## src/rtl/jt12_pres_ctrl.sv

```systemverilog
// jt12_pres_ctrl: CPU-side write sequencer for the FM core.
// Latches register addresses, forwards data writes as one-clk pulses to the
// register file, owns the prescaler select (div_setting), and holds off
// further writes during a busy window (data writes) or a settle window
// (prescaler changes).
// Optional feature macro: JT12_PRES_OVERRUN_EN. When it is defined, a sticky
// overrun flag records writes rejected while busy. When it is undefined,
// overrun is tied low and ovr_clr is ignored.
module jt12_pres_ctrl #(
  parameter int         NUM_CH        = 3,
  parameter int         BUSY_CYCLES   = 32,
  parameter int         SETTLE_CYCLES = 8,
  parameter logic [1:0] DEFAULT_DIV   = 2'b10
) (
  input  logic       clk,
  input  logic       rst,
  input  logic       cen,
  input  logic       clk_en,
  input  logic       wr,
  input  logic       a0,
  input  logic [7:0] din,
  input  logic       ovr_clr,
  output logic [1:0] div_setting,
  output logic       busy,
  output logic       wr_out,
  output logic [7:0] addr_out,
  output logic [7:0] dout,
  output logic       overrun
);

  typedef enum logic [1:0] {IDLE, BUSY, SETTLE} state_t;

  // Six-channel parts have a fixed divider, so prescaler addresses are ordinary.
  localparam logic       PRES_EN     = (NUM_CH == 3);
  localparam logic [7:0] BUSY_LOAD   = 8'(BUSY_CYCLES - 1);
  localparam logic [7:0] SETTLE_LOAD = 8'(SETTLE_CYCLES - 1);

  state_t     state, state_d;
  logic [7:0] cnt, cnt_d;

  logic       addr_wr, data_wr, is_pres, pres_change, reject;
  logic [1:0] pres_val;

  logic [1:0] div_d;
  logic       busy_d, wr_out_d, ovr_d;
  logic [7:0] addr_d, dout_d;

  assign addr_wr = wr & ~a0;
  assign data_wr = wr & a0;
  assign is_pres = PRES_EN && (din inside {8'h2D, 8'h2E, 8'h2F});

  // Prescaler address to divider select.
  always_comb begin
    case (din)
      8'h2D:   pres_val = 2'b10;
      8'h2E:   pres_val = 2'b11;
      default: pres_val = 2'b00;
    endcase
  end

  // A repeated write of the current prescaler value needs no settle window.
  assign pres_change = addr_wr & is_pres & (pres_val != div_setting);
  // Writes that would disturb an open window are dropped and flagged.
  assign reject      = (state != IDLE) & (data_wr | (addr_wr & is_pres));

  // State register: FSM state and the shared window down-counter.
  // NOTE: sequential state uses non-blocking assignments so every flop
  // samples pre-edge values regardless of block ordering.
  always_ff @(posedge clk) begin
    if (rst) begin
      state <= IDLE;
      cnt   <= 8'd0;
    end else begin
      state <= state_d;
      cnt   <= cnt_d;
    end
  end

  // Next-state logic: open windows from IDLE, count them down on their enable.
  // NOTE: defaults at the top of the block keep every path assigned, so no
  // latches are inferred.
  always_comb begin
    state_d = state;
    cnt_d   = cnt;
    case (state)
      IDLE: begin
        if (data_wr) begin
          state_d = BUSY;
          cnt_d   = BUSY_LOAD;
        end else if (pres_change) begin
          state_d = SETTLE;
          cnt_d   = SETTLE_LOAD;
        end
      end
      BUSY: begin
        if (clk_en) begin
          if (cnt == 8'd0) state_d = IDLE;
          else             cnt_d   = cnt - 8'd1;
        end
      end
      SETTLE: begin
        if (cen) begin
          if (cnt == 8'd0) state_d = IDLE;
          else             cnt_d   = cnt - 8'd1;
        end
      end
      default: begin
        state_d = IDLE;
        cnt_d   = 8'd0;
      end
    endcase
  end

  // Output logic: next values of the registered outputs.
  always_comb begin
    div_d    = div_setting;
    wr_out_d = 1'b0;
    addr_d   = addr_out;
    dout_d   = dout;
    busy_d   = (state_d != IDLE);
    // Address latching is never paced, even inside a window.
    if (addr_wr) addr_d = din;
    if (state == IDLE) begin
      if (data_wr) begin
        wr_out_d = 1'b1;
        dout_d   = din;
      end else if (pres_change) begin
        div_d = pres_val;
      end
    end
`ifdef JT12_PRES_OVERRUN_EN
    // Set has priority over clear so a rejection is never lost.
    ovr_d = overrun;
    if (ovr_clr) ovr_d = 1'b0;
    if (reject)  ovr_d = 1'b1;
`else
    ovr_d = 1'b0;
`endif
  end

`ifndef JT12_PRES_OVERRUN_EN
  logic unused_ovr;
  assign unused_ovr = ovr_clr | reject;
`endif

  // Output registers.
  always_ff @(posedge clk) begin
    if (rst) begin
      div_setting <= DEFAULT_DIV;
      busy        <= 1'b0;
      wr_out      <= 1'b0;
      addr_out    <= 8'd0;
      dout        <= 8'd0;
      overrun     <= 1'b0;
    end else begin
      div_setting <= div_d;
      busy        <= busy_d;
      wr_out      <= wr_out_d;
      addr_out    <= addr_d;
      dout        <= dout_d;
      overrun     <= ovr_d;
    end
  end

endmodule

```

## config.mk

```make
export PLATFORM = sky130hd
export DESIGN_NAME = jt12_pres_ctrl
export DESIGN_NICKNAME = d
export VERILOG_FILES = /design/src/rtl/jt12_pres_ctrl.sv
export SDC_FILE = /design/constraint.sdc
export NUM_CORES = 1
export LEC_CHECK = 0
export ABC_CLOCK_PERIOD_IN_PS = 4400
export CAP_MARGIN = 30
export CORE_AREA = 2 2 56 58
export CTS_BUF_LIST = sky130_fd_sc_hd__clkbuf_16
export DETAILED_ROUTE_END_ITERATION = 10
export DIE_AREA = 0 0 58 60
export PLACE_DENSITY = 0.85
export SLEW_MARGIN = 20
export SYNTH_ARGS = -nofsm -noshare
export SYNTH_HDL_FRONTEND = slang
export SYNTH_SLANG_ARGS = --single-unit
```

## constraint.sdc

```tcl
create_clock -name clk -period 4.4 [get_ports clk]
set_input_delay 0.88 -clock clk [delete_from_list [all_inputs] [get_ports clk]]
set_output_delay 0.88 -clock clk [all_outputs]
set_load 0.005 [all_outputs]
```

# Word level (Yosys, flattened, before mapping)
# Index checks and enable logic that the tools add are counted.
# totals
wordCells	46
register_bits	30
input_bits	15
out_inout_bits	21
# op_classes
n_addsub	1
eq_ne	9
bitwise	7
mux	14
reduce_logical	8
# ops
operator	count
two-way mux 8 bit	5
== test 8 x 6 -> 1 bit (second input constant)	3
case mux 8 bit (3 select lines)	1
two-way mux 2 bit	5
zero test 8 bit	1
subtractor 8 x 1 -> 8 bit (second input constant)	1
case mux 2 bit (3 select lines)	1
AND reduction 3 bit	2
AND 1 bit	4
!= test 2 bit (second input constant)	2
case mux 2 bit (2 select lines)	1
!= test 3 bit (second input constant)	1
inverter 1 bit	3
nonzero test 3 bit	1
== test 2 x 1 -> 1 bit (second input constant)	1
== test 2 bit (second input constant)	1
zero test 2 bit	1
!= test 2 bit	1
AND reduction 2 bit	1
nonzero test 2 bit	1
OR reduction 2 bit	1
two-way mux 1 bit	1

# Longest topological paths before layout
# depth
ltp_word	8
mapped_depth	7

# Worst setup path after synthesis
# OpenSTA, ideal clock, no wires.
# synth_path
kind	in2reg
start	input din[0]
end	register cnt[4]
t_arrival_ns	1.991
setup_slack_ns	2.293
path_buffers	0
setup_ns	0.116
path_stages	6
path_cell_list	xnor2_1 > o221ai_2 > and4_4 > o21ai_2 > nor3_1 > a31o_2
# synth_via
elab_chain_len	6
elab_cells_between_ends	10
# synth_rtl
item	line	source
from (decl)	21	input logic [7:0] din,
== test 8 x 6 -> 1 bit, on equally long branches	50, 54	
case mux 2 bit (2 select lines) / nonzero test 3 bit (equally long branches)	54, 50	
!= test 2 bit / AND 1 bit (equally long branches)	--	
AND 1 bit (*)	62	assign pres_change = addr_wr & is_pres & (pres_val != div_setting);
!= test 3 bit (no line) (*)	--	
AND reduction 3 bit (no line) (*)	--	
to (signal assigned)	75	cnt <= cnt_d;
to (decl)	39	logic [7:0] cnt, cnt_d;
# Mark *: on every way between the ends. The rest lies on a longest branch, timed or not.
# A chain may end at the register's enable or synchronous reset.

==> results_dict.tcl <==
set metrics [dict create \
    cp_slowest_cell "clkdlybuf4s50_1" \
    dr_total_vias 1350 \
    area_growth_syn_to_layout_pct 32.4 \
    design.core.area_sq_um 2900 \
    fin_ws_ns 1.76 \
    wl_microns 3350 \
    cp-start-kind "input pin" \
    dpl.hpwl_microns 2290 \
    grt_use_met2 0.375 \
    grt.total_usage 0.209 \
    final.period_utilization 0.599 \
    place_area_sq_um 1780 \
    rrSetupSlack_ns 2.40 \
    drt_iter0_drc 35 \
    path_cells "clkdlybuf4s50_1 > clkinv_1 > o211a_1 > a31o_1" \
    layout_commonest_cell "nand2_1" \
    cts_max_path_buffers 2 \
    finalSetupViolCount 0 \
    rsz0062_at_grt "false" \
    hp-start "addr_out[6]" \
    grt_overflow_total 0 \
    cts_hold_buf 0 \
    pin_count 36 \
    min_path_type "flop to flop" \
    critPathCaptureType "flop" \
    ys_ff_latch 30 \
    die-height_microns 60 \
    synth_nets 198 \
    netlist_area_sq_um 1440 \
    ys_types 46 \
    antenna-diode-count 0 \
    synth_edf_count 0 \
    die_area_sq_um 3480 \
    slowest_delay_ns 1.04 \
    synth-async-reset-ratio 0 \
    num_rows 20 \
    place.gp.congestion 0.737 \
    final_antenna_net_count 0 \
    peakVddDrop_v 0.000316 \
    fin_crit_ns 2.64 \
    drtPass1Iterations 5 \
    crit_type "input pin to flop" \
    synth_flop_cell "dfxtp_1" \
    synth-seq-area-share 0.417 \
    antenna_found_initial 0 \
    grt_pass1_wl_microns 5470 \
    grt_pass1_vias 1279 \
    hold_viol 0 \
    htreeDepth 2 \
    status "finished, final reports clean" \
    cp.depth 4 \
    avgSynthCellArea_sq_um 8.09 \
    place.port_buffers 33 \
    numCtsBuffers 5 \
    yosysWarnings 0 \
    most-common-layout-cells "39 x nand2_1, 33 x clkdlybuf4s50_1, 30 x dfxtp_1" \
    p_leak_nw 0.739 \
    cap_violations 0 \
    path_clk_slew_ns 0.05 \
    skew_ns 0.00546 \
    cp.required_ns 4.56 \
    synthCells 178 \
    die_width_microns 58 \
    post-cts-setup-buffers 0 \
    crit_buf_inv 2 \
    cts_tree "built" \
    start_util 0.496 \
    r2r_end "cnt[7]" \
    cts_root_buf "clkbuf_16" \
    use_met1 0.223 \
    finish.net_count 230 \
    final_area_sq_um 1910 \
    hold_path_end "addr_out[6]" \
    grtUsageMet3 0.0801 \
    worstPathMaxFanout 22 \
    drcViolationCount 0 \
    detail_route.wl_per_cell_microns 13.8 \
    hold_depth 2 \
    worst_pin_slew_ns 0.865 \
    ff2ff_path_depth 5 \
    r2r_start "state[0]" \
    fmax_mhz 379 \
    clk_latency_ns 0.27 \
    dp_slack_ns 1.53 \
    cp_data_arrival_time_ns 2.80 \
    grt_max_degree 23 \
    final-max-slew-violation-count 0 \
    clock_sinks 30 \
    ctsResizeCount 0 \
    slew_headroom 0.422 \
    routed_via_density 5.58 \
    drive_above_1_share 0.0861 \
    cp_top_family "buffers and inverters" \
    busiest_layer "met2" \
    final.setup.tns_ns 0 \
    p_per_area_nw_per_um2 389 \
]
==> cell families after synthesis <==
group,after synthesis,share of synthesized area
AOI/OAI and AO/OA,48,0.216
xor gates and xnor gates,3,0.0182
adders and majority gates,5,0.0434
buffers and inverters,17,0.0469
DFF,30,0.417
muxes,1,0.00695
other,1,0.00260
and+or+nand+nor,73,0.248
==> final cells by class <==
| class | count | area, sq um |
|---|---|---|
| fillers | 247 | 996 |
| multi-input cells | 131 | 772 |
| flip-flops and latches | 30 | 601 |
| repair buffers | 33 | 330 |
| clock buffers | 5 | 125 |
| well taps | 33 | 41.3 |
| inverters | 9 | 33.8 |
| clock inverters | 1 | 3.75 |
==> cells in the mapped netlist (2+ instances only) <==
cell type | instances | area share
nand2_1 | 39 | 0.10
o21ai_0 | 4 | 0.014
dfxtp_1 | 30 | 0.42
o31ai_1 | 4 | 0.021
o211a_1 | 2 | 0.014
clkbuf_1 | 5 | 0.013
a21oi_1 | 26 | 0.090
nor3_1 | 3 | 0.010
nand4b_1 | 2 | 0.012
inv_1 | 8 | 0.021
a31oi_1 | 2 | 0.0087
xnor2_1 | 2 | 0.012
buf_1 | 2 | 0.0052
nor2_1 | 9 | 0.023
ha_1 | 5 | 0.043
and3_1 | 2 | 0.0087
nand3_1 | 4 | 0.014
==> tightest hold or removal path: stages (launching register included) <==
cell	delay [ns]
dfxtp_1	0.30
nand2_1	0.05
a21oi_1	0.05
==> flip-flops by register name, indices dropped and copies added (netlist names) <==
name         cells
addr_out         8
busy             1
cnt              8
div_setting      2
dout             8
state            2
wr_out           1
==> per-layer routing <==
layer | up-vias | share of wire
li1 | 672 | -
met1 | 642 | 0.43
met2 | 31 | 0.50
met3 | 5 | 0.062
met4 | 0 | 0.0098
met5 | - | 0
==> power by group <==
group | switching [mW] | internal, mW | total, mW
registers | 0.0139 | 0.288 | 0.302
clock network | 0.108 | 0.200 | 0.308
logic | 0.0705 | 0.0602 | 0.131
==> worst max-delay path by stage <==
stage,slack (ns),from,endpoint
global route,1.66,wr,div_setting[1]
CTS,1.80,rst,cnt[7]
detailed placement,1.53,rst,cnt[7]
finish,1.76,rst,cnt[7]
floorplan,2.29,din[0],cnt[4]
global placement,1.52,rst,cnt[7]
==> per-stage QoR <==
stage	total power, mW	hold slack, ns	std cells	util
5_1_grt	0.772	0.468	242	0.657
3_3_place_gp	0.432	0.443	236	0.613
2_1_floorplan	0.386	0.453	178	-
3_5_place_dp	0.435	0.448	236	0.613
4_1_cts	0.742	0.454	242	0.657
6_report	0.741	0.452	242	0.657
Note: power is estimated with default switching activity, not from simulation.
